**src/rtl/deserializador_com_align.sv**
```systemverilog
// Receive-side serial-to-parallel converter: hunts for the COM symbol bit by bit,
// confirms byte phase over LOCK_COUNT aligned COMs, then emits aligned data bytes.
module deserializador_com_align #(
  parameter logic [7:0] COM        = 8'hBC,
  parameter logic [7:0] IDL        = 8'h7C,
  parameter int         LOCK_COUNT = 4
) (
  input  logic       clk_32f,
  input  logic       reset,
  input  logic       serial_in,
  output logic [7:0] data_out,
  output logic       valid_out,
  output logic       byte_strobe,
  output logic       active
);

  localparam logic [3:0] LC = 4'(LOCK_COUNT);

  typedef enum logic [1:0] {
    SEARCH = 2'd0,
    SYNC   = 2'd1,
    LOCKED = 2'd2
  } state_t;

  state_t     r_state, w_state_nx;
  logic [7:0] r_sr, w_sr_next;
  logic [2:0] r_bit_cnt, w_bit_cnt_nx;
  logic [3:0] r_com_cnt, w_com_cnt_nx;
  logic [7:0] r_data, w_data_nx;
  logic       r_valid, w_valid_nx;
  logic       r_strobe, w_strobe_nx;
  logic       r_active, w_active_nx;
  logic       w_boundary, w_is_com, w_is_idl;

  assign w_sr_next  = {r_sr[6:0], serial_in};
  assign w_boundary = (r_bit_cnt == 3'd7);
  assign w_is_com   = (w_sr_next == COM);
  assign w_is_idl   = (w_sr_next == IDL);

  always_ff @(posedge clk_32f) begin
    if (!reset) begin
      r_state   <= SEARCH;
      r_sr      <= 8'h00;
      r_bit_cnt <= 3'd0;
      r_com_cnt <= 4'd0;
      r_data    <= 8'h00;
      r_valid   <= 1'b0;
      r_strobe  <= 1'b0;
      r_active  <= 1'b0;
    end else begin
      r_state   <= w_state_nx;
      r_sr      <= w_sr_next;
      r_bit_cnt <= w_bit_cnt_nx;
      r_com_cnt <= w_com_cnt_nx;
      r_data    <= w_data_nx;
      r_valid   <= w_valid_nx;
      r_strobe  <= w_strobe_nx;
      r_active  <= w_active_nx;
    end
  end

  always_comb begin
    w_state_nx   = r_state;
    w_bit_cnt_nx = r_bit_cnt + 3'd1;
    w_com_cnt_nx = r_com_cnt;
    w_data_nx    = r_data;
    w_valid_nx   = r_valid;
    w_strobe_nx  = 1'b0;
    w_active_nx  = r_active;
    case (r_state)
      SEARCH: begin
        // A COM match here anchors the byte phase: the next boundary is 8 bits on.
        w_bit_cnt_nx = 3'd0;
        if (w_is_com) begin
          w_com_cnt_nx = 4'd1;
          if (LC == 4'd1) begin
            w_state_nx  = LOCKED;
            w_active_nx = 1'b1;
          end else begin
            w_state_nx = SYNC;
          end
        end
      end
      SYNC: begin
        if (w_boundary) begin
          if (w_is_com) begin
            w_com_cnt_nx = r_com_cnt + 4'd1;
            if (r_com_cnt + 4'd1 == LC) begin
              w_state_nx  = LOCKED;
              w_active_nx = 1'b1;
            end
          end else begin
            w_com_cnt_nx = 4'd0;
            w_state_nx   = SEARCH;
          end
        end
      end
      LOCKED: begin
        w_active_nx = 1'b1;
        if (w_boundary) begin
          w_strobe_nx = 1'b1;
          if (w_is_com || w_is_idl) begin
            w_valid_nx = 1'b0;
          end else begin
            w_data_nx  = w_sr_next;
            w_valid_nx = 1'b1;
          end
        end
      end
      default: w_state_nx = SEARCH;
    endcase
  end

  assign data_out    = r_data;
  assign valid_out   = r_valid;
  assign byte_strobe = r_strobe;
  assign active      = r_active;

endmodule

```
**config.mk**
```make
export PLATFORM = sky130hd
export DESIGN_NAME = deserializador_com_align
export DESIGN_NICKNAME = d
export VERILOG_FILES = /design/src/rtl/deserializador_com_align.sv
export SDC_FILE = /design/constraint.sdc
export NUM_CORES = 1
export LEC_CHECK = 0
export ABC_AREA = 1
export BUFFER_PORTS_ARGS = -buffer_cell sky130_fd_sc_hd__buf_2
export CAP_MARGIN = 30
export CORE_MARGIN = 4
export CORE_UTILIZATION = 55
export DETAILED_ROUTE_END_ITERATION = 16
export HOLD_SLACK_MARGIN = 0.08
export PLACE_DENSITY = 0.76
export RECOVER_POWER = 50
export SYNTH_ARGS = -nofsm -noshare
export SYNTH_HDL_FRONTEND = slang
export SYNTH_SLANG_ARGS = --single-unit
```
**constraint.sdc**
```tcl
create_clock -name clk_32f -period 4 [get_ports clk_32f]
set_clock_uncertainty 0.05 [all_clocks]
set_input_delay 0.2 -clock clk_32f [delete_from_list [all_inputs] [get_ports clk_32f]]
set_output_delay 0.2 -clock clk_32f [all_outputs]
set_load 0.02 [all_outputs]
```
==> flow_metrics.py, run 1 <==
metrics = {
    "grt": {
        "antenna_found_initial": 0,
        "grtUsageTotal": 0.157,
        "grt_pass1_vias": 928,
        "grt_max_degree": 20,
        "grt_overflow": 0,
        "grt_pass1_wl_mm": 4.03,
    },
    "timing": {
        "finalSetupViolations": 0,
        "fmax_mhz": 658,
        "maxSlewHeadroom": 0.616,
        "setup-tns-final_ns": 0,
        "tightest_slew_ns": 0.573,
        "setup_ws_ns": 2.48,
        "min_period_ns": 1.52,
        "fin_crit_sh": 0.380,
        "hold_viol": 0,
        "final_max_slew_viol_count": 0,
        "rsz0062_at_grt": "no",
    },
    "detailed_routing": {
        "first_iter_violations": 22,
        "ant_nets": 0,
        "dr.pass1.iters": 4,
        "wl_per_cell_um": 10.9,
        "finalWirelength_mm": 2.21,
        "vias_per_cell": 4.95,
        "drcViolationCount": 0,
        "num_vias": 999,
    },
    "yosys": {
        "ys_seq_area_frac": 0.432,
        "yosysWarnings": 0,
        "yosysUniqueCellTypes": 25,
        "netlist_area_mm2": 0.00125,
        "syn_avg_cell_area_um2": 7.86,
        "ys_ff_latch": 27,
        "synth.net_count": 166,
        "synthCells": 159,
    },
    "worst_setup_path": {
        "critPathMostFrequentCell": "nand2_2",
        "worstSetupPathType": "input port to register",
        "crit_path_top_delay_cell": "dlygate4sd3_1",
        "endpoint_kind": "register",
        "critical_path_buf_inv_count": 3,
        "worstPathRequired_ns": 4.16,
        "critPathMaxStageDelay_ns": 0.53,
        "crit_fanout": 7,
        "arrival_ns": 1.68,
        "crit_path_start_kind": "input port",
        "worstPathCellList": "dlygate4sd3_1 > clkbuf_1 > inv_1 > nand2_1 > nor2_2 > nand2_2 > nand2_2 > nand3_2 > o21ai_1 > nor2_1",
        "critical-path-top-delay-family": "buffers and inverters",
    },
    "die": {
        "rows": 16,
        "io_pins": 14,
        "die_h_um": 55.7,
        "die_area_mm2": 0.00310,
        "initial_core_util": 0.606,
        "dieWidth_um": 55.7,
        "coreArea_mm2": 0.00206,
    },
    "clock_tree": {
        "clk_pin_slew_ns": 0.14,
        "htreeDepth": 1,
        "cts_made_buffers": 3,
        "clk_path_buf_depth": 2,
        "cts-resized-gates": 0,
        "cts_hold_buffers": 1,
        "cts_tree": "built",
        "root_buffer": "clkbuf_4",
        "clock_latency_ns": 0.32,
        "post_cts_buffers": 0,
        "cts.sinks": 27,
    },
    "finish": {
        "diodes": 0,
        "final_util": 0.657,
        "drive_gt1_frac": 0.126,
        "finalNetCount": 183,
        "area_growth_pct": 8.41,
    },
    "place": {
        "place_hpwl_mm": 1.67,
        "dp_slack_ns": 2.57,
        "port_buffers": 13,
        "gp_congestion": 0.818,
    },
    "status": {
        "status": "finished clean",
    },
    "power": {
        "leakagePower_nw": 0.640,
        "peakVddDrop_mv": 0.238,
        "p_per_area_mw_per_mm2": 292,
    },
    "job": {
        "maxCapViolations": 0,
    },
    "hold_path": {
        "hold_class": "input port to register",
    },
}
[final cells by class]
type,instances,area (µm²)
Multi-Input combinational cell,102,589
Timing Repair Buffer,14,60.1
Inverter,28,105
Clock buffer,4,26.3
Fill cell,180,707
Sequential cell,27,541
Tap cell,27,33.8
[Yosys cell counts]
| master | n | share of area |
|---|---|---|
| nand3_2 | 1 | 0.0080 |
| o21ai_1 | 4 | 0.016 |
| inv_1 | 24 | 0.072 |
| nor2_1 | 19 | 0.057 |
| nand4_4 | 1 | 0.017 |
| nand2_2 | 4 | 0.020 |
| nand3_1 | 11 | 0.044 |
| nor2_8 | 3 | 0.048 |
| nor3b_1 | 2 | 0.012 |
| ha_1 | 4 | 0.040 |
| clkinv_1 | 1 | 0.0030 |
| a21oi_1 | 9 | 0.036 |
| a31oi_1 | 1 | 0.0050 |
| nand2_4 | 3 | 0.027 |
| inv_2 | 3 | 0.0090 |
| a21oi_2 | 1 | 0.0070 |
| nor2_4 | 1 | 0.0090 |
| nand2_1 | 32 | 0.096 |
| nand4_1 | 1 | 0.0050 |
| dfxtp_1 | 27 | 0.43 |
| nor2_2 | 1 | 0.0050 |
| xnor2_1 | 1 | 0.0070 |
| buf_4 | 2 | 0.012 |
| nor3_1 | 1 | 0.0040 |
| o21ai_0 | 2 | 0.0080 |
[worst reg2reg max path: stages (launching register included)]
cell and delay (ns):
dfxtp_1 0.37, ha_1 0.15, ha_1 0.22, inv_1 0.09, nand2_2 0.10, nand3_2 0.16
o21ai_1 0.16, nor2_1 0.05
[metrics by stage]
stage                     std cells  hold slack (ns)  area, µm²  power (mW)
final                           202            0.179       1360       0.396
after detailed placement        197            0.388       1330       0.286
after global placement          197            0.361       1330       0.286
after CTS                       202           0.0987       1370       0.403
after floorplan                 159            0.243       1250       0.284
after global routing            202            0.208       1360       0.414
[registers in the layout (all words and copies together) (netlist names)]
register	count
r_sr	7
byte_strobe	1
active	1
r_state	2
valid_out	1
r_com_cnt	4
r_bit_cnt	3
data_out	8
[report_power, final]
group | internal, mW | total, mW | switching, mW
Clock | 0.0390 | 0.115 | 0.0762
Sequential | 0.271 | 0.272 | 0.00154
Combinational | 0.00215 | 0.00878 | 0.00663
[kinds of logic after synthesis]
| kind of cell | after synthesis | synth area share |
|---|---|---|
| buf+inv | 30 | 0.0961 |
| xor+xnor | 1 | 0.00701 |
| simple gates | 80 | 0.352 |
| compound gates | 17 | 0.0721 |
| fa+ha+maj | 4 | 0.0400 |
| flops | 27 | 0.432 |
[final timing paths]
path,startpoint,endpoint,slack (ns),cells past startpoint
min reg2reg,r_bit_cnt[0],r_bit_cnt[0],0.40,1
max reg2reg,r_bit_cnt[0],r_com_cnt[2],2.55,7
min,reset,r_sr[5],0.18,3
max,serial_in,r_com_cnt[2],2.48,10
[cell usage in the layout (no fill, tap or decap), types with 2 or more instances in the layout]
cell type  synthesis  routed
inv_2              3       3
dfxtp_1           27      27
o21ai_1            4       4
nand2_4            3       3
nand3_1           11      11
clkbuf_1           0      13
nor2_8             3       3
o21ai_0            2       2
a21oi_1            9       9
nor3b_1            2       2
nor2_1            19      19
nand2_2            4       4
inv_1             24      24
clkbuf_4           0       3
nand2_1           32      32
ha_1               4       4
[metal layers]
layer  part of all wire  global-route usage  vias to the layer above
li1                   -                   -                      522
met1               0.47               0.204                      466
met2               0.49               0.258                        9
met3              0.031              0.0232                        2
met4             0.0059              0.0660                        0
met5                  0                   0                        -
Note: power is estimated with default switching activity, not from simulation.
==> run 2: changes to the inputs <==
Clock period 4 ns to 1.48 ns, I/O delays scaled along.
==> run 2 against run 1 <==
Routed wire length up 18%; worst hold slack better by 0.20 ns; non-clock buffer count up 8; critical path depth down 3; highest routed layer unchanged; largest cell class unchanged; largest power group unchanged; sequential share of layout area down 2.2 points; critical path type is now register to register; cell area up 7.6%; worst setup slack worse by 2.4 ns; count of clock-buffer cells in the layout down 1.
==> flow_metrics.py, run 2 (same netlist as run 1, synthesis figures left out) <==
metrics = {
    "status": {
        "status": "finished clean",
    },
    "clock_tree": {
        "cts_tree": "built",
        "cts.sinks": 27,
        "htreeDepth": 1,
        "cts_made_buffers": 3,
        "clk_pin_slew_ns": 0.15,
        "root_buffer": "clkbuf_4",
        "clock_latency_ns": 0.32,
        "clk_path_buf_depth": 2,
    },
    "worst_setup_path": {
        "endpoint_kind": "register",
        "crit_path_start_kind": "register",
        "arrival_ns": 1.56,
        "worstPathRequired_ns": 1.65,
        "worstSetupPathType": "register to register",
        "crit_fanout": 9,
    },
    "finish": {
        "finalNetCount": 191,
        "multi_input_area_um2": 616,
        "fill_cells": 187,
        "diodes": 0,
        "largest_reg_flops": 8,
        "area_growth_pct": 16.6,
        "layout_common_cells": "nand2_1 (32), inv_1 (24), dfxtp_1 (20)",
        "drive_gt1_frac": 0.219,
        "seq_area_um2": 549,
        "final_common_cell": "nand2_1",
    },
    "detailed_routing": {
        "num_vias": 1049,
        "wl_per_cell_um": 12.4,
        "drcViolationCount": 0,
        "finalWirelength_mm": 2.60,
        "first_iter_violations": 37,
        "ant_nets": 0,
        "dr.pass1.iters": 4,
        "vias_per_cell": 5.00,
    },
    "die": {
        "die_area_mm2": 0.00310,
        "die_h_um": 55.7,
        "io_pins": 14,
        "rows": 16,
        "coreArea_mm2": 0.00206,
        "dieWidth_um": 55.7,
        "initial_core_util": 0.606,
    },
    "power": {
        "leakagePower_nw": 0.675,
        "p_per_area_mw_per_mm2": 741,
        "peakVddDrop_mv": 0.517,
        "total_power_mw": 1.08,
    },
    "timing": {
        "fmax_mhz": 722,
        "rsz0062_at_grt": "no",
        "maxSlewHeadroom": 0.801,
        "tightest_slew_ns": 0.297,
        "setup_ws_ns": 0.0942,
        "whs_ns": 0.381,
        "min_period_ns": 1.39,
        "fin_crit_sh": 0.936,
        "final_max_slew_viol_count": 0,
        "finalSetupViolations": 0,
        "setup-tns-final_ns": 0,
        "hold_viol": 0,
    },
    "grt": {
        "grt_pass1_vias": 992,
        "grt_max_degree": 16,
        "grt_pass1_wl_mm": 4.28,
        "antenna_found_initial": 0,
        "grtUsageTotal": 0.172,
        "grt_overflow": 0,
    },
    "place": {
        "place_hpwl_mm": 1.84,
        "dp_slack_ns": -0.00296,
        "gp_congestion": 0.820,
        "port_buffers": 13,
    },
    "hold_path": {
        "hold_class": "register to register",
    },
    "job": {
        "maxCapViolations": 0,
    },
}
[run 2: cell types whose count changed in the layout (fill, tap and decap cells not counted), moves of 2 or more]
cell / delta
buf_4: +6
ha_1: -2
dlygate4sd3_1: +2
clkbuf_1: -2
dfxtp_2: +7
dfxtp_1: -7
[run 2: per-layer routing]
metal,GRT usage,wire length [µm]
met1,0.194,1020
met2,0.307,1450
met3,0.0418,107
met4,0.0660,21
met5,0,0
[run 2: path summary, 6_finish.rpt]
path,slack (ns),endpoint,start,depth (start not counted)
setup / recovery,0.09,data_out[6],r_bit_cnt[0],7
hold reg to reg,0.38,r_bit_cnt[0],r_bit_cnt[0],1
setup reg to reg,0.09,data_out[6],r_bit_cnt[0],7
hold / removal,0.38,r_bit_cnt[0],r_bit_cnt[0],1
[run 2: critical path, cell delays in order (launching register included)]
cell and delay, ns:
dfxtp_2 0.37, ha_2 0.20, ha_4 0.16, nand2_4 0.08
nor2_8 0.16, nand2_4 0.11, nand2_1 0.09, a21oi_2 0.06
[run 2: final cells by class]
type | instances | share of cell area
clock inverters | 1 | 0.00343
inverters | 28 | 0.0721
flip-flops and latches | 27 | 0.377
multi-input cells | 102 | 0.422
clock buffers | 3 | 0.0155
repair buffers | 22 | 0.0867
well taps | 27 | 0.0232
[run 2: power by group]
group	internal [mW]	switching [mW]	leakage (nW)
registers	0.732	0.00417	0.221
logic	0.0118	0.0184	0.436
clock network	0.101	0.212	0.0177
total	0.845	0.235	0.675
[run 2: timing repair]
action                                  CTS  global route
hold endpoints to repair                  9             0
buffers inserted                          0             4
gates resized for setup                   2            10
pin swaps                                 1             3
endpoints found under the setup margin    6            15
hold buffers                              3             0
[run 2: metrics by stage]
step,util,instances,area [µm²]
after floorplan,-,159,1250
after global placement,0.654,199,1350
after detailed placement,0.654,199,1350
after CTS,0.685,206,1410
after global routing,0.707,210,1460
final,0.707,210,1460
==> run 3: changes to the inputs <==
Settings changed: CTS_BUF_LIST set to sky130_fd_sc_hd__clkbuf_8, GPL_TIMING_DRIVEN set to 0.
==> run 3 against run 2 <==
Routed wire length fell by 8.9%; clock power up 34%; count of clock-buffer cells in the layout is the same; flip-flop and latch count stayed put; worst hold slack worse by 0.16 ns; global-route usage shrank 1.3 points; worst setup slack improved by 0.012 ns.
==> flow_metrics.py, run 3 (same netlist as run 1, synthesis figures left out) <==
metrics = {
    "timing": {
        "maxSlewHeadroom": 0.720,
        "rsz0062_at_grt": "yes",
        "min_period_ns": 1.37,
        "tightest_slew_ns": 0.419,
        "hold_viol": 0,
        "finalSetupViolations": 0,
        "fmax_mhz": 728,
        "fin_crit_sh": 0.928,
        "setup_ws_ns": 0.106,
        "final_max_slew_viol_count": 0,
    },
    "hold_path": {
        "hold_class": "input port to register",
        "min_path_cells": 3,
    },
    "place": {
        "dp_slack_ns": 0.0317,
        "place_hpwl_mm": 1.66,
        "port_buffers": 12,
        "dp.cells": 198,
        "gp_congestion": 0.801,
    },
    "worst_setup_path": {
        "critical_path_buf_inv_count": 0,
        "crit_path_start_kind": "register",
        "worstPathRequired_ns": 1.60,
        "arrival_ns": 1.50,
        "worstPathCellList": "nor2_1 > nand2_2 > nand3_2 > nand2_1 > o21ai_1 > nor2_1",
        "critical-path-top-delay-family": "simple AND/OR/NAND/NOR gates",
        "critPathMostFrequentCell": "nor2_1",
        "crit_fanout": 7,
        "crit_cells": 6,
        "endpoint_kind": "register",
        "reg2regPathDepth": 6,
        "worstSetupPathType": "register to register",
        "crit_path_top_delay_cell": "dfxtp_1",
        "critPathMaxStageDelay_ns": 0.40,
    },
    "clock_tree": {
        "root_buffer": "clkbuf_8",
        "clk_pin_slew_ns": 0.09,
        "cts_made_buffers": 3,
        "clock_latency_ns": 0.27,
        "htreeDepth": 1,
        "cts.sinks": 27,
        "cts_tree": "built",
        "clk_path_buf_depth": 2,
    },
    "detailed_routing": {
        "first_iter_violations": 21,
        "num_vias": 1034,
        "wl_per_cell_um": 11.4,
        "dr.pass1.iters": 4,
        "drcViolationCount": 0,
        "finalWirelength_mm": 2.36,
        "vias_per_cell": 5.00,
        "ant_nets": 0,
    },
    "die": {
        "die_h_um": 55.7,
        "rows": 16,
        "initial_core_util": 0.606,
        "dieWidth_um": 55.7,
        "io_pins": 14,
        "die_area_mm2": 0.00310,
        "coreArea_mm2": 0.00206,
    },
    "power": {
        "peakVddDrop_mv": 0.611,
        "leakagePower_nw": 0.669,
        "p_per_area_mw_per_mm2": 817,
    },
    "finish": {
        "largest_reg_flops": 8,
        "multi_input_area_um2": 612,
        "final_common_cell": "nand2_1",
        "seq_area_um2": 543,
        "fill_cells": 162,
        "area_growth_pct": 16.3,
        "layout_common_cells": "nand2_1 (32), dfxtp_1 (25), inv_1 (23)",
        "finalNetCount": 188,
        "diodes": 0,
        "drive_gt1_frac": 0.183,
        "fin_cells": 207,
    },
    "grt": {
        "grt_overflow": 0,
        "grt_max_degree": 17,
        "grtUsageTotal": 0.159,
        "grt_pass1_wl_mm": 4.09,
        "antenna_found_initial": 0,
        "grt_pass1_vias": 1004,
    },
    "job": {
        "maxCapViolations": 0,
    },
    "status": {
        "status": "finished clean",
    },
}
run 3: cell count changes in the layout (fill, tap and decap cells not counted), moves of 2 or more:
| cell | previous run | this run |
|---|---|---|
| buf_2 | 2 | 0 |
| clkbuf_4 | 3 | 0 |
| clkbuf_8 | 0 | 3 |
| dfxtp_1 | 20 | 25 |
| dfxtp_2 | 7 | 2 |
run 3: layout make-up:
type	instances	area share
multi-input cells	102	0.421
flip-flops and latches	27	0.373
inverters	28	0.0723
repair buffers	17	0.0663
clock buffers	3	0.0284
well taps	27	0.0232
plain buffers	2	0.0103
clock inverters	1	0.00516
run 3: stage by stage:
step	power, mW	cell area, µm²	hold slack (ns)	util	TNS [ns]
after floorplan	0.768	1250	0.117	-	0
after global placement	0.776	1340	0.250	0.652	0
final	1.19	1450	0.223	0.705	0
after CTS	1.20	1420	0.397	0.690	0
after global routing	1.23	1450	0.240	0.705	-0.00938
after detailed placement	0.777	1340	0.256	0.652	0
run 3: worst paths after layout:
| kind | from | endpoint | slack [ns] |
|---|---|---|---|
| worst max-delay path | r_state[0] | r_com_cnt[3] | 0.11 |
| worst min-delay path | serial_in | data_out[0] | 0.22 |
| worst max register to register | r_state[0] | r_com_cnt[3] | 0.11 |
| worst min register to register | r_bit_cnt[0] | r_bit_cnt[0] | 0.37 |
run 3: metal layers:
metal	GRT usage	vias up	wire length, µm
li1	-	537	-
met1	0.196	472	1100
met2	0.272	23	1140
met3	0.0325	2	123
met4	0.0556	0	7
met5	0	-	0
run 3: worst register-to-register path, stage by stage, from the launching register on:
cell and delay (ns):
dfxtp_1 0.40, nor2_1 0.37, nand2_2 0.12, nand3_2 0.14
nand2_1 0.07, o21ai_1 0.08, nor2_1 0.05
run 3: what timing repair did:
action | 4_1_cts | 5_1_grt
setup endpoints to repair | 0 | 15
resized for setup | 0 | 9
endpoints found under the hold margin | 9 | 0
setup buffers | 0 | 3
hold buffers | 3 | 0
run 3: power breakdown:
part / switching, mW / total, mW / internal [mW]
registers: 0.00406 / 0.734 / 0.730
logic: 0.0199 / 0.0321 / 0.0122
clock network: 0.231 / 0.421 / 0.191
total: 0.255 / 1.19 / 0.933
